## src/rtl/count_enable_pkg.sv

```systemverilog
// Shared types and default widths for the count-enable generator slice.
// The state enum is used by the FSM in the top and referenced by the bench.
package count_enable_pkg;

  localparam int DEF_PRESCALE_W = 4;
  localparam int DEF_LEN_W      = 8;

  typedef enum logic [1:0] {
    ST_IDLE,
    ST_RUN,
    ST_HOLD,
    ST_DONE
  } state_t;

endpackage

```

## src/rtl/count_enable_gen_if.sv

```systemverilog
// Command/status bundle between a controller and count_enable_gen.
// The master drives run commands; the slave (the generator) returns status.
interface count_enable_gen_if
  import count_enable_pkg::*;
#(
  parameter int PRESCALE_W = DEF_PRESCALE_W,
  parameter int LEN_W      = DEF_LEN_W
);

  logic                  start;
  logic                  stop;
  logic                  pause;
  logic [PRESCALE_W-1:0] prescale;
  logic [LEN_W-1:0]      run_len;
  logic                  enable;
  logic                  busy;
  logic                  done;
  logic [LEN_W-1:0]      ticks;

  modport master (
    output start, stop, pause, prescale, run_len,
    input  enable, busy, done, ticks
  );

  modport slave (
    input  start, stop, pause, prescale, run_len,
    output enable, busy, done, ticks
  );

endinterface

```

## src/rtl/count_enable_gen_prescaler.sv

```systemverilog
// Free-running phase counter 0..terminal that emits a tick on the terminal count.
// Clear restarts the phase; hold freezes it so a paused run resumes where it stopped.
module tick_prescaler
  import count_enable_pkg::*;
#(
  parameter int W = DEF_PRESCALE_W
) (
  input  logic         clock,
  input  logic         reset,
  input  logic         i_clear,
  input  logic         i_hold,
  input  logic [W-1:0] i_terminal,
  output logic         o_tick
);

  logic [W-1:0] r_count;
  logic         w_at_term;

  assign w_at_term = (r_count == i_terminal);
  assign o_tick    = !i_clear && !i_hold && w_at_term;

  always_ff @(posedge clock or posedge reset) begin
    if (reset) begin
      r_count <= '0;
    end else if (i_clear) begin
      r_count <= '0;
    end else if (!i_hold) begin
      r_count <= w_at_term ? '0 : r_count + 1'b1;
    end
  end

endmodule

```

## src/rtl/count_enable_gen.sv

```systemverilog
// Run controller: issues run_len registered enable pulses spaced prescale+1 cycles
// apart, with pause/stop control, a done pulse and a running pulse count.
module count_enable_gen
  import count_enable_pkg::*;
#(
  parameter int PRESCALE_W = DEF_PRESCALE_W,
  parameter int LEN_W      = DEF_LEN_W
) (
  input  logic               clock,
  input  logic               reset,
  count_enable_gen_if.slave  bus
);

  state_t                r_state;
  logic [PRESCALE_W-1:0] r_prescale;
  logic [LEN_W-1:0]      r_run_len;
  logic [LEN_W-1:0]      r_ticks;
  logic                  r_enable;
  logic                  r_busy;
  logic                  r_done;

  logic w_running;
  logic w_finish;
  logic w_accept;
  logic w_advance;
  logic w_tick;

  assign w_running = (r_state == ST_RUN) || (r_state == ST_HOLD);
  // Completion is checked before pause so a pause during the last pulse cannot stall DONE.
  assign w_finish  = (r_state == ST_RUN) && (r_ticks == r_run_len);
  assign w_accept  = (r_state == ST_IDLE) && bus.start && !bus.stop;
  assign w_advance = w_running && !bus.stop && !w_finish && !bus.pause;

  tick_prescaler #(
    .W (PRESCALE_W)
  ) u_prescaler (
    .clock      (clock),
    .reset      (reset),
    .i_clear    (w_accept),
    .i_hold     (!w_advance),
    .i_terminal (r_prescale),
    .o_tick     (w_tick)
  );

  always_ff @(posedge clock or posedge reset) begin
    if (reset) begin
      r_state    <= ST_IDLE;
      r_prescale <= '0;
      r_run_len  <= '0;
      r_ticks    <= '0;
      r_enable   <= 1'b0;
      r_busy     <= 1'b0;
      r_done     <= 1'b0;
    end else begin
      r_enable <= 1'b0;
      r_done   <= 1'b0;
      case (r_state)
        ST_IDLE: begin
          if (w_accept) begin
            r_prescale <= bus.prescale;
            r_run_len  <= bus.run_len;
            r_ticks    <= '0;
            if (bus.run_len == '0) begin
              r_state <= ST_DONE;
              r_done  <= 1'b1;
              r_busy  <= 1'b0;
            end else begin
              r_state <= ST_RUN;
              r_busy  <= 1'b1;
            end
          end
        end
        ST_RUN, ST_HOLD: begin
          if (bus.stop) begin
            r_state <= ST_IDLE;
            r_busy  <= 1'b0;
          end else if (w_finish) begin
            r_state <= ST_DONE;
            r_done  <= 1'b1;
            r_busy  <= 1'b0;
          end else if (bus.pause) begin
            r_state <= ST_HOLD;
          end else begin
            r_state  <= ST_RUN;
            r_enable <= w_tick;
            if (w_tick) begin
              r_ticks <= r_ticks + 1'b1;
            end
          end
        end
        ST_DONE: begin
          r_state <= ST_IDLE;
          r_busy  <= 1'b0;
        end
        default: begin
          r_state <= ST_IDLE;
          r_busy  <= 1'b0;
        end
      endcase
    end
  end

  assign bus.enable = r_enable;
  assign bus.busy   = r_busy;
  assign bus.done   = r_done;
  assign bus.ticks  = r_ticks;

endmodule

```

## src/flat_wrapper.sv

```systemverilog
// flat-port wrapper written by rule: the top's interface ports become plain ports
module count_enable_gen_flat import count_enable_pkg::*;
#(
  parameter int PRESCALE_W = DEF_PRESCALE_W,
  parameter int LEN_W      = DEF_LEN_W
)
  (clock, reset, bus_start, bus_stop, bus_pause, bus_prescale, bus_run_len, bus_enable, bus_busy, bus_done, bus_ticks);
  count_enable_gen_if #(.PRESCALE_W(PRESCALE_W), .LEN_W(LEN_W)) bus_i ();
  input  logic clock;
  input  logic reset;
  input wire logic [$bits(bus_i.start)-1:0] bus_start;
  input wire logic [$bits(bus_i.stop)-1:0] bus_stop;
  input wire logic [$bits(bus_i.pause)-1:0] bus_pause;
  input wire logic [$bits(bus_i.prescale)-1:0] bus_prescale;
  input wire logic [$bits(bus_i.run_len)-1:0] bus_run_len;
  output wire logic [$bits(bus_i.enable)-1:0] bus_enable;
  output wire logic [$bits(bus_i.busy)-1:0] bus_busy;
  output wire logic [$bits(bus_i.done)-1:0] bus_done;
  output wire logic [$bits(bus_i.ticks)-1:0] bus_ticks;
  assign bus_i.start = bus_start;
  assign bus_i.stop = bus_stop;
  assign bus_i.pause = bus_pause;
  assign bus_i.prescale = bus_prescale;
  assign bus_i.run_len = bus_run_len;
  assign bus_enable = bus_i.enable;
  assign bus_busy = bus_i.busy;
  assign bus_done = bus_i.done;
  assign bus_ticks = bus_i.ticks;
  count_enable_gen #(.PRESCALE_W(PRESCALE_W), .LEN_W(LEN_W)) u_core (.clock(clock), .reset(reset), .bus(bus_i));
endmodule
```

## config.mk

```make
export PLATFORM = sky130hd
export DESIGN_NAME = count_enable_gen_flat
export DESIGN_NICKNAME = d
export VERILOG_FILES = /design/src/rtl/count_enable_pkg.sv /design/src/rtl/count_enable_gen_if.sv /design/src/rtl/count_enable_gen_prescaler.sv /design/src/rtl/count_enable_gen.sv /design/src/flat_wrapper.sv
export SDC_FILE = /design/constraint.sdc
export NUM_CORES = 1
export LEC_CHECK = 0
export BUFFER_PORTS_ARGS = -buffer_cell sky130_fd_sc_hd__buf_2
export CAP_MARGIN = 20
export CORE_UTILIZATION = 50
export DETAILED_ROUTE_END_ITERATION = 8
export PLACE_DENSITY = 0.83
export SLEW_MARGIN = 20
export SYNTH_ARGS = -nofsm -noshare
export SYNTH_HDL_FRONTEND = slang
export SYNTH_HIERARCHICAL = 1
export SYNTH_SLANG_ARGS = --single-unit
export TNS_END_PERCENT = 5
```

## constraint.sdc

```tcl
create_clock -name clock -period 2.8 [get_ports clock]
set_input_delay 0.56 -clock clock [delete_from_list [all_inputs] [get_ports clock]]
set_output_delay 0.56 -clock clock [all_outputs]
set_load 0.005 [all_outputs]
```

* Yosys cells after proc, flatten, opt, wreduce, memory -nomap -nowiden
Cells that the tools add are included.
** Operators by class
- Add/subtract/negate cells :: 2
- Multipliers :: 0
- Div/mod/pow operators :: 0
- $lt $le $gt $ge :: 0
- Equality and inequality tests :: 11
- Shift-type cells :: 0
- Multiplexer cells :: 29
- Bitwise gates (word level) :: 0
- Reductions and logical operators :: 21
** Operator list (number)
- 8-bit two-way mux :: 5
- 8-bit one-hot mux with 2 select lines :: 1
- 1-bit two-way mux :: 12
- 4-bit two-way mux :: 3
- 2-bit two-way mux :: 5
- 8-bit by 1-bit adder with 8-bit output (second input constant) :: 1
- 8-bit == test :: 1
- 1-bit logical AND :: 8
- 8-bit logical NOT :: 1
- 2-bit != test (second input constant) :: 4
- 2-bit one-hot mux with 3 select lines :: 1
- 6-bit AND reduction :: 1
- 4-bit by 1-bit adder with 4-bit output (second input constant) :: 1
- 2-bit == test (second input constant) :: 2
- 4-bit == test :: 1
- 1-bit logical NOT :: 4
- 2-bit AND reduction :: 2
- 2-bit nonzero test :: 2
- 3-bit by 2-bit != test with 1-bit output (second input constant) :: 1
- 1-bit one-hot mux with 3 select lines :: 1
- 2-bit by 1-bit == test with 1-bit output (second input constant) :: 1
- 2-bit logical NOT :: 1
- 2-bit by 1-bit != test with 1-bit output (second input constant) :: 1
- 1-bit one-hot mux with 2 select lines :: 1
- other kinds (2) :: 2
** Storage, ports and cells
- Register bits :: 29
- Bits in latches :: 0
- Memory bits (writable) :: 0
- ROM bits :: 0
- Output and inout bits :: 11
- Word-level logic and storage cells :: 71
- Memories kept :: 0

* Longest topological paths before layout
Gate-level depths: netlist of run 1.
- Depth in word-level cells :: 12
- Depth in mapped cells :: 11
- Gate-level depth less buffers :: 11

* Modules after synthesis
The synthesis of run 1 kept the hierarchy.
** By module, submodules not included
- count_enable_gen :: times used 1, cells an instance 128, area an instance 1388.8 um^2, sequential area each 625.6 um^2
- tick_prescaler :: times used 1, cells an instance 27, area an instance 281.5 um^2, sequential area each 100.1 um^2

* Least setup slack after synthesis of run 1
Ideal clock, no wire load.
- Kind :: flip-flop to flip-flop
- Start point :: reg u_core.r_state[0]
- End point :: reg u_core.r_ticks[7], in the netlist u_core/bus.ticks[7]
- Library setup time :: 0.124 ns
- Arrival :: 2.464 ns
- Path slack :: 0.212 ns
- Stages on the path, launching flop included :: 10
- Period minus slack after synthesis :: 2.588 ns
- Path through :: dfrtp_1 > inv_1 > ha_1 > nand2b_1 > or3_1 > nor3b_2 > nand2b_1 > a2111o_1 > o21bai_4 > a211o_1
** On the way
- Cells in the longest elaborated chain, start to end :: 9
** RTL lines
- from (decl) :: RTL line count_enable_gen.sv:14 : state_t r_state;
- from (signal assigned) :: RTL line count_enable_gen.sv:47 : r_state <= ST_IDLE;
- from (signal assigned) :: RTL line count_enable_gen.sv:64 : r_state <= ST_DONE;
- from (signal assigned) :: RTL line count_enable_gen.sv:68 : r_state <= ST_RUN;
- 2-bit by 1-bit == test with 1-bit output or 2-bit == test (tied branches) :: RTL line count_enable_gen.sv:28, count_enable_gen.sv:30
- 1-bit logical OR or 1-bit logical AND (tied branches) :: RTL line count_enable_gen.sv:28, count_enable_gen.sv:30
- 1-bit logical AND or 1-bit logical NOT (tied branches) :: RTL line count_enable_gen.sv:32 : assign w_advance = w_running && !bus.stop && !w_finish && !bus.pause;
- 1-bit logical AND (2 in series) :: RTL line count_enable_gen.sv:32
- 1-bit logical AND * (2 in series) :: RTL line count_enable_gen_prescaler.sv:20 : assign o_tick = !i_clear && !i_hold && w_at_term;
- net u_core.w_tick :: RTL line count_enable_gen.sv:26 : logic w_tick;
- 2-bit by 1-bit != test with 1-bit output (no source line) *
- 6-bit AND reduction (no source line) *
- to (signal assigned) :: RTL line count_enable_gen.sv:87 : r_ticks <= r_ticks + 1'b1;
- to (decl) :: RTL line count_enable_gen.sv:17 : logic [LEN_W-1:0] r_ticks;
The timed path passes the listed nets; every way through them passes the cells marked *.
A chain may end at the register's enable or synchronous reset.

* Worst setup path after layout of run 1
Same ends and word-level chain as after synthesis.

==> results of run 1 <==
power groups by stage:
stage	Sequential (uW)	Combinational [uW]	Clock [uW]
detailed placement	697	777	0
finish	690	794	364
global route	706	873	389
CTS	687	779	377
global placement	684	741	0
floorplan	668	580	0
sequential cells by signal (all words and copies together), names as in the netlist:
signal / flops
u_core/r_run_len: 8
u_core/u_prescaler/r_count: 4
u_core/bus.busy: 1
u_core/r_state: 2
u_core/bus.done: 1
u_core/bus.ticks: 8
u_core/r_prescale: 4
u_core/bus.enable: 1
cells in the final DEF, fill, tap and decap left out, drive strengths merged, types with 2 or more instances in the layout:
cell     instances
mux2i            2
or3              5
mux2            13
nand3b           2
o21ai            8
a21oi            6
o31ai            2
nand4            2
a2111oi          2
nor4             2
inv              9
xor2             4
clkbuf           7
buf             36
nor2b            2
nand3            5
nor3b            2
nor3             3
nand2b           4
ha               7
or4              2
xnor2            8
nor2             8
dfrtp           29
o31a             3
nand2            8
o41ai            2
metal layers:
layer	routed length, um	vias to the layer above
met4	93	0
li1	-	643
met3	179	11
met1	1454	640
met2	1702	47
met5	0	-
Yosys cell counts, types with 2 or more instances:
| library cell | number | area share |
|---|---|---|
| dfrtp_1 | 29 | 0.43 |
| mux2_2 | 12 | 0.081 |
| inv_1 | 9 | 0.020 |
| nor2_1 | 8 | 0.018 |
| xnor2_1 | 8 | 0.042 |
| ha_1 | 7 | 0.052 |
| nand2_1 | 7 | 0.016 |
| o21ai_0 | 7 | 0.021 |
| a21oi_1 | 6 | 0.018 |
| nand3_1 | 5 | 0.015 |
| or3_1 | 4 | 0.015 |
| xor2_1 | 4 | 0.021 |
| o31a_1 | 3 | 0.016 |
| mux2i_1 | 2 | 0.012 |
| nand2b_1 | 2 | 0.0075 |
| nand3b_1 | 2 | 0.0090 |
| nand4_1 | 2 | 0.0075 |
| nor2b_1 | 2 | 0.0075 |
| nor3_1 | 2 | 0.0060 |
| o31ai_1 | 2 | 0.0090 |
| o41ai_1 | 2 | 0.010 |
| or4_1 | 2 | 0.0090 |
timing repair:
action | in CTS | in global routing
setup endpoints to repair | 0 | 3
resized for setup | 0 | 2
setup buffers | 0 | 1
final cells by class:
class / instances / area, um2
inverters: 9 / 33.78
well taps: 44 / 55.05
clock buffers: 7 / 55.05
multi-input cells: 114 / 895.9
fillers: 255 / 1101
clock inverters: 1 / 30.03
repair buffers: 36 / 206.4
flip-flops and latches: 29 / 725.7
critical path: cells and delay by family, from the launching register on:
family | cells | cell delay [ns]
adder cells (fa/ha/maj) | 1 | 0.31
flip-flops | 1 | 0.44
AND/OR/NAND/NOR | 4 | 0.69
AO/OA/AOI/OAI | 3 | 0.99
buffers and inverters | 1 | 0.09
metrics by stage:
step,cells,util
after detailed placement,230,0.6117
final,240,0.6452
after global routing,240,0.6452
after floorplan,155,-
after global placement,230,0.6117
after CTS,238,0.6391
cell families after synthesis:
kind of cell | after synthesis | share of synthesized area
buffers and inverters | 12 | 0.03220
muxes | 15 | 0.1019
DFF | 29 | 0.4345
adders and majority gates | 7 | 0.05243
and+or+nand+nor | 48 | 0.1730
AOI/OAI and AO/OA | 32 | 0.1431
xor gates and xnor gates | 12 | 0.06292
path summary, 6_finish.rpt:
kind	start	end	slack, ns
hold reg to reg	u_core/bus.busy	u_core/bus.busy	0.52
max in group asynchronous	reset	u_core/bus.ticks[0]	2.10
min in group clock	bus_prescale[2]	u_core/r_prescale[2]	0.45
setup / recovery	u_core/r_state[0]	u_core/bus.ticks[7]	0.17
setup reg to reg	u_core/r_state[0]	u_core/bus.ticks[7]	0.17
hold / removal	reset	u_core/u_prescaler/r_count[2]	0.09
==> summary.md, run 1 <==
| Metric | Value |
|---|---|
| Outcome | `completed` |
| CTS tree | `yes` |
| Pleak | `0.0009293 uW` |
| Min Hold Slack | `0.09189 ns` |
| Combinational share of power | `0.430` |
| Startpoint type of the worst setup path | `register` |
| Final slew viol count | `0` |
| Synth Area per Inst | `10.78 um2` |
| Flop pwr share | `0.373` |
| Hold-fix buffers, CTS | `0` |
| Initial DRC Count | `61` |
| PwrDens | `923.3 nW/um2` |
| WL/cell | `14.28 um` |
| Period utilisation layout | `0.9387` |
| TritonCTS Buffers | `5` |
| Antenna violations before repair | `0` |
| Share of cells above drive strength 1 | `0.3367` |
| Setup violators final | `0` |
| Async set or reset register ratio after synthesis | `1.000` |
| Finished Cell Area | `2002 um2` |
| Clk_skew | `0.009684 ns` |
| Clock buffer depth | `2` |
| Row cnt | `20` |
| Setup ws final | `0.1716 ns` |
| Critical path type | `register to register` |
| Cell breakdown of the critical path | `inv_1 -> ha_1 -> nand2b_1 -> or3_1 -> nor3b_2 -> nand2b_1 -> a2111o_1 -> o21bai_4 -> a211o_1` |
| Total GRT Usage | `0.2170` |
| Root Buffer | `clkbuf_4` |
| Slew @ Worst Pin | `0.5768 ns` |
| Number of flops mapped to enable cells by yosys | `0` |
| CTS clk-pin slew, worst paths | `0.10 ns` |
| Final nets | `219` |
| Internal Power | `1194 uW` |
| Yosys warnings | `6` |
| Height of the die | `59.80 um` |
| Most used cell, CP | `nand2b_1` |
| Sw power | `654.3 uW` |
| Netlist cell types | `50` |
| Chip width | `59.80 um` |
| Detail Route Antenna Nets | `0` |
| Vias post-DR | `1,341` |
| CP max FO | `7` |
| Vias in the first global route | `1,317` |
| Slowest-stage cell, CP | `a2111o_1` |
| Largest net degree at the start of global routing | `26` |
| Peak Freq | `380.5 MHz` |
| Dpl ws | `0.1951 ns` |
| Vias per cell | `5.588` |
| Unrepaired setup endpoints after global routing | `true` |
| First-pass GRT wire length | `5561 um` |
| Register area share after synthesis | `0.4345` |
| WP data required | `3.02 ns` |
| GRT overflow | `0` |
| I/O Buffers | `27` |
| Critical Path End Type | `register` |
| Worst EP arrival | `2.85 ns` |
| Clk sinks | `29` |
| Switching portion of total power | `0.3540` |
| Ant. Diodes | `0` |
| DRC viols | `0` |
| Crit path largest cell delay | `0.46 ns` |
| Clock power frac | `0.197` |
| Mapped Nets | `179` |
| FF-to-FF path depth | `9` |
| Register bit total from synthesis | `29` |
| CTS H-tree lvls | `2` |
| Rel. slew slack | `0.6114` |
| Die ar. | `3576 um2` |
| Drt first pass iters | `5` |
| Total power | `1848 uW` |
| Post-Synthesis Cell Area | `1670 um2` |
| Placer Congestion | `0.8449` |
| Global Route met1 Usage | `0.2472` |
| Final hold violations | `0` |
| Io pins | `28` |
| Tmin final | `2.628 ns` |
| Post-place instance area | `1898 um2` |
| Grt met3 use | `0.04762` |
| Gr busiest metal | `met2` |
| Area growth syn-to-layout | `19.85%` |
| Clock latency on the worst-skew pair | `0.34 ns` |
| MaxCap Viol Count | `0` |
| DP HPWL | `2570 um` |
| Cell count after synthesis | `155` |
| M2 GR Usage | `0.3698` |
| Peak VDD IR | `0.4530 mV` |
| DRT Wirelength | `3428 um` |
| Hold crit path type | `primary input to async pin` |
| Setup TNS | `0 ns` |
| Core ar. | `3103 um2` |
| Initial core utilization | `0.5383` |
| Synth Flop Type | `dfrtp_1` |
No activity file was read; power rests on OpenSTA's default activity.
==> run 2, diff against run 1 <==
Settings changed: CORE_UTILIZATION 50 to 52, CTS_BUF_LIST from default to sky130_fd_sc_hd__clkbuf_8, PLACE_DENSITY 0.83 to 0.86.
==> run 2 against run 1 <==
Clock power up 21%. Total power up 5.0%. Critical path depth up 1. Sequential share of layout area down 0.62 points. Utilization up 2.2 points. Global-route usage up 3.2 points. Cell area up 1.7%. Flip-flop and latch count unchanged. Largest power group unchanged.
==> summary.md, run 2 (same netlist as run 1, synthesis figures left out) <==
| Metric | Value |
|---|---|
| Period utilisation layout | `0.9490 (+0.01023)` |
| Row cnt | `20 (unchanged)` |
| R2r startpoint | `u_core/r_state[1]` |
| R2R Setup Slk | `0.14 ns (-0.03 ns)` |
| Vias per cell | `5.633 (+0.82%)` |
| Commonest non-fill, non-tap cell in the layout | `dfrtp_1` |
| Finished Cell Area | `2037 um2 (+1.7%)` |
| CTS H-tree lvls | `2 (unchanged)` |
| Share of cells above drive strength 1 | `0.3367 (unchanged)` |
| Fin util | `0.6672 (+0.02205)` |
| FF-to-FF path depth | `10 (+1)` |
| Vias in the first global route | `1,431 (+8.7%)` |
| Drt first pass iters | `4 (-1)` |
| Clock buffer depth | `2 (unchanged)` |
| Io pins | `28 (unchanged)` |
| DRC viols | `0 (unchanged)` |
| Slew @ Worst Pin | `0.6332 ns (+0.05637 ns)` |
| Reg-to-reg endpoint | `u_core/bus.ticks[7]` |
| Peak Freq | `376.4 MHz (-1.1%)` |
| M2 GR Usage | `0.4466 (+0.07679)` |
| Antenna violations before repair | `0 (unchanged)` |
| DRT Wirelength | `3822 um (+11%)` |
| Min Hold Slack | `0.1629 ns (+0.07099 ns)` |
| Setup violators final | `0 (unchanged)` |
| Grt met3 use | `0.06593 (+0.01832)` |
| Postcts setup bufs | `0 (unchanged)` |
| Total power | `1940 uW (+5.0%)` |
| Critical Path End Type | `register` |
| Global Route met1 Usage | `0.2802 (+0.03293)` |
| Commonest non-fill, non-tap cells in the layout | `dfrtp_1, buf_2, mux2_2` |
| Unrepaired setup endpoints after global routing | `false` |
| Clk sinks | `29 (unchanged)` |
| TritonCTS Buffers | `5 (unchanged)` |
| Pleak | `0.0009486 uW (+2.1%)` |
| GRT overflow | `0 (unchanged)` |
| CP max FO | `7 (unchanged)` |
| Critical path type | `register to register` |
| Startpoint type of the worst setup path | `register` |
| Chip width | `58.68 um (-1.9%)` |
| Gr busiest metal | `met2` |
| Hold crit path type | `primary input to async pin` |
| Ant. Diodes | `0 (unchanged)` |
| Final slew viol count | `0 (unchanged)` |
| Cts repair resizes | `0 (unchanged)` |
| Height of the die | `58.68 um (-1.9%)` |
| CTS tree | `yes` |
| Final nets | `219 (unchanged)` |
| Setup TNS | `0 ns (unchanged)` |
| DP HPWL | `2838 um (+10%)` |
| Worst EP arrival | `2.82 ns (-0.03 ns)` |
| Root Buffer | `clkbuf_8` |
| Initial DRC Count | `55 (-9.8%)` |
| Outcome | `completed` |
| Total GRT Usage | `0.2489 (+0.03196)` |
| Initial core utilization | `0.5471 (+0.008825)` |
| Post-place instance area | `1906 um2 (+0.40%)` |
| Peak VDD IR | `0.4935 mV (+8.9%)` |
| Vias post-DR | `1,352 (+0.82%)` |
| Rel. slew slack | `0.5734 (-0.03798)` |
| MaxCap Viol Count | `0 (unchanged)` |
| Largest net degree at the start of global routing | `26 (unchanged)` |
| Die ar. | `3443 um2 (-3.7%)` |
| Tmin final | `2.657 ns (+0.02864 ns)` |
| WP data required | `2.96 ns (-0.06 ns)` |
| PwrDens | `952.4 nW/um2 (+3.2%)` |
| Core ar. | `3053 um2 (-1.6%)` |
| Final hold violations | `0 (unchanged)` |
| First-pass GRT wire length | `6237 um (+12%)` |
| Clk_skew | `0.004827 ns (-0.004857 ns)` |
| Detail Route Antenna Nets | `0 (unchanged)` |
| Hold-fix buffers, CTS | `0 (unchanged)` |
| I/O Buffers | `27 (unchanged)` |
| Area growth syn-to-layout | `21.95%` |
| Placer Congestion | `0.8191 (-3.1%)` |
| Clock latency on the worst-skew pair | `0.28 ns (-0.06 ns)` |
| CTS clk-pin slew, worst paths | `0.06 ns (-0.04 ns)` |
| WL/cell | `15.93 um (+11%)` |
==> run 2: changes by cell type in the layout (fill, tap and decap cells not counted) <==
cell / before / now
buf_6: 1 / 0
clkbuf_8: 1 / 6
clkbuf_1: 1 / 0
inv_1: 9 / 10
o21ai_1: 3 / 1
buf_8: 0 / 1
o21ai_0: 5 / 7
clkbuf_4: 5 / 0
==> run 2: routing by layer <==
metal | share of wire | wire length [um] | vias to the layer above
li1 | - | - | 640
met1 | 0.40 | 1528 | 658
met2 | 0.53 | 2036 | 47
met3 | 0.048 | 185 | 7
met4 | 0.019 | 72 | 0
met5 | 0 | 0 | -
==> run 2: layout make-up <==
class	instances	area (um2)
clock buffers	6	82.58
clock inverters	2	33.78
fillers	253	1016
inverters	9	33.78
multi-input cells	114	895.9
flip-flops and latches	29	725.7
well taps	44	55.05
repair buffers	36	210.2
==> run 2: worst max-delay path by stage <==
stage / start / end / slack [ns] / cells past startpoint
final: u_core/r_state[1] / u_core/bus.ticks[7] / 0.14 / 10
after global placement: u_core/bus.ticks[4] / u_core/bus.ticks[7] / 0.29 / 9
after floorplan: u_core/r_state[0] / u_core/bus.ticks[7] / 0.21 / 9
after global routing: u_core/r_state[1] / u_core/bus.ticks[7] / 0.0009 / 10
after CTS: u_core/r_state[1] / u_core/bus.ticks[7] / 0.15 / 10
after detailed placement: u_core/r_state[0] / u_core/bus.ticks[7] / 0.18 / 9
==> run 2: worst max-delay path, cell delays in order (launching register included) <==
cell and delay [ns]:
dfrtp_1 0.41, inv_1 0.11, ha_1 0.20, nand2_1 0.10
nor3_2 0.07, or3_1 0.38, nor3b_2 0.17, nand2b_1 0.12
a2111o_1 0.47, o21bai_4 0.22, a211o_1 0.31
==> run 2: where the power goes <==
group	leakage (uW)	internal (uW)	switching, uW
Sequential	0.000372	561	131
Clock	0.0000626	286	156
Combinational	0.000514	416	391
Total	0.000949	1260	677
==> run 2: through the flow <==
stage | setup WS [ns] | cells
final | 0.1429 | 240
after global routing | 0.0008682 | 240
after CTS | 0.1527 | 239
after detailed placement | 0.1831 | 231
after global placement | 0.2894 | 231
after floorplan | 0.2121 | 155
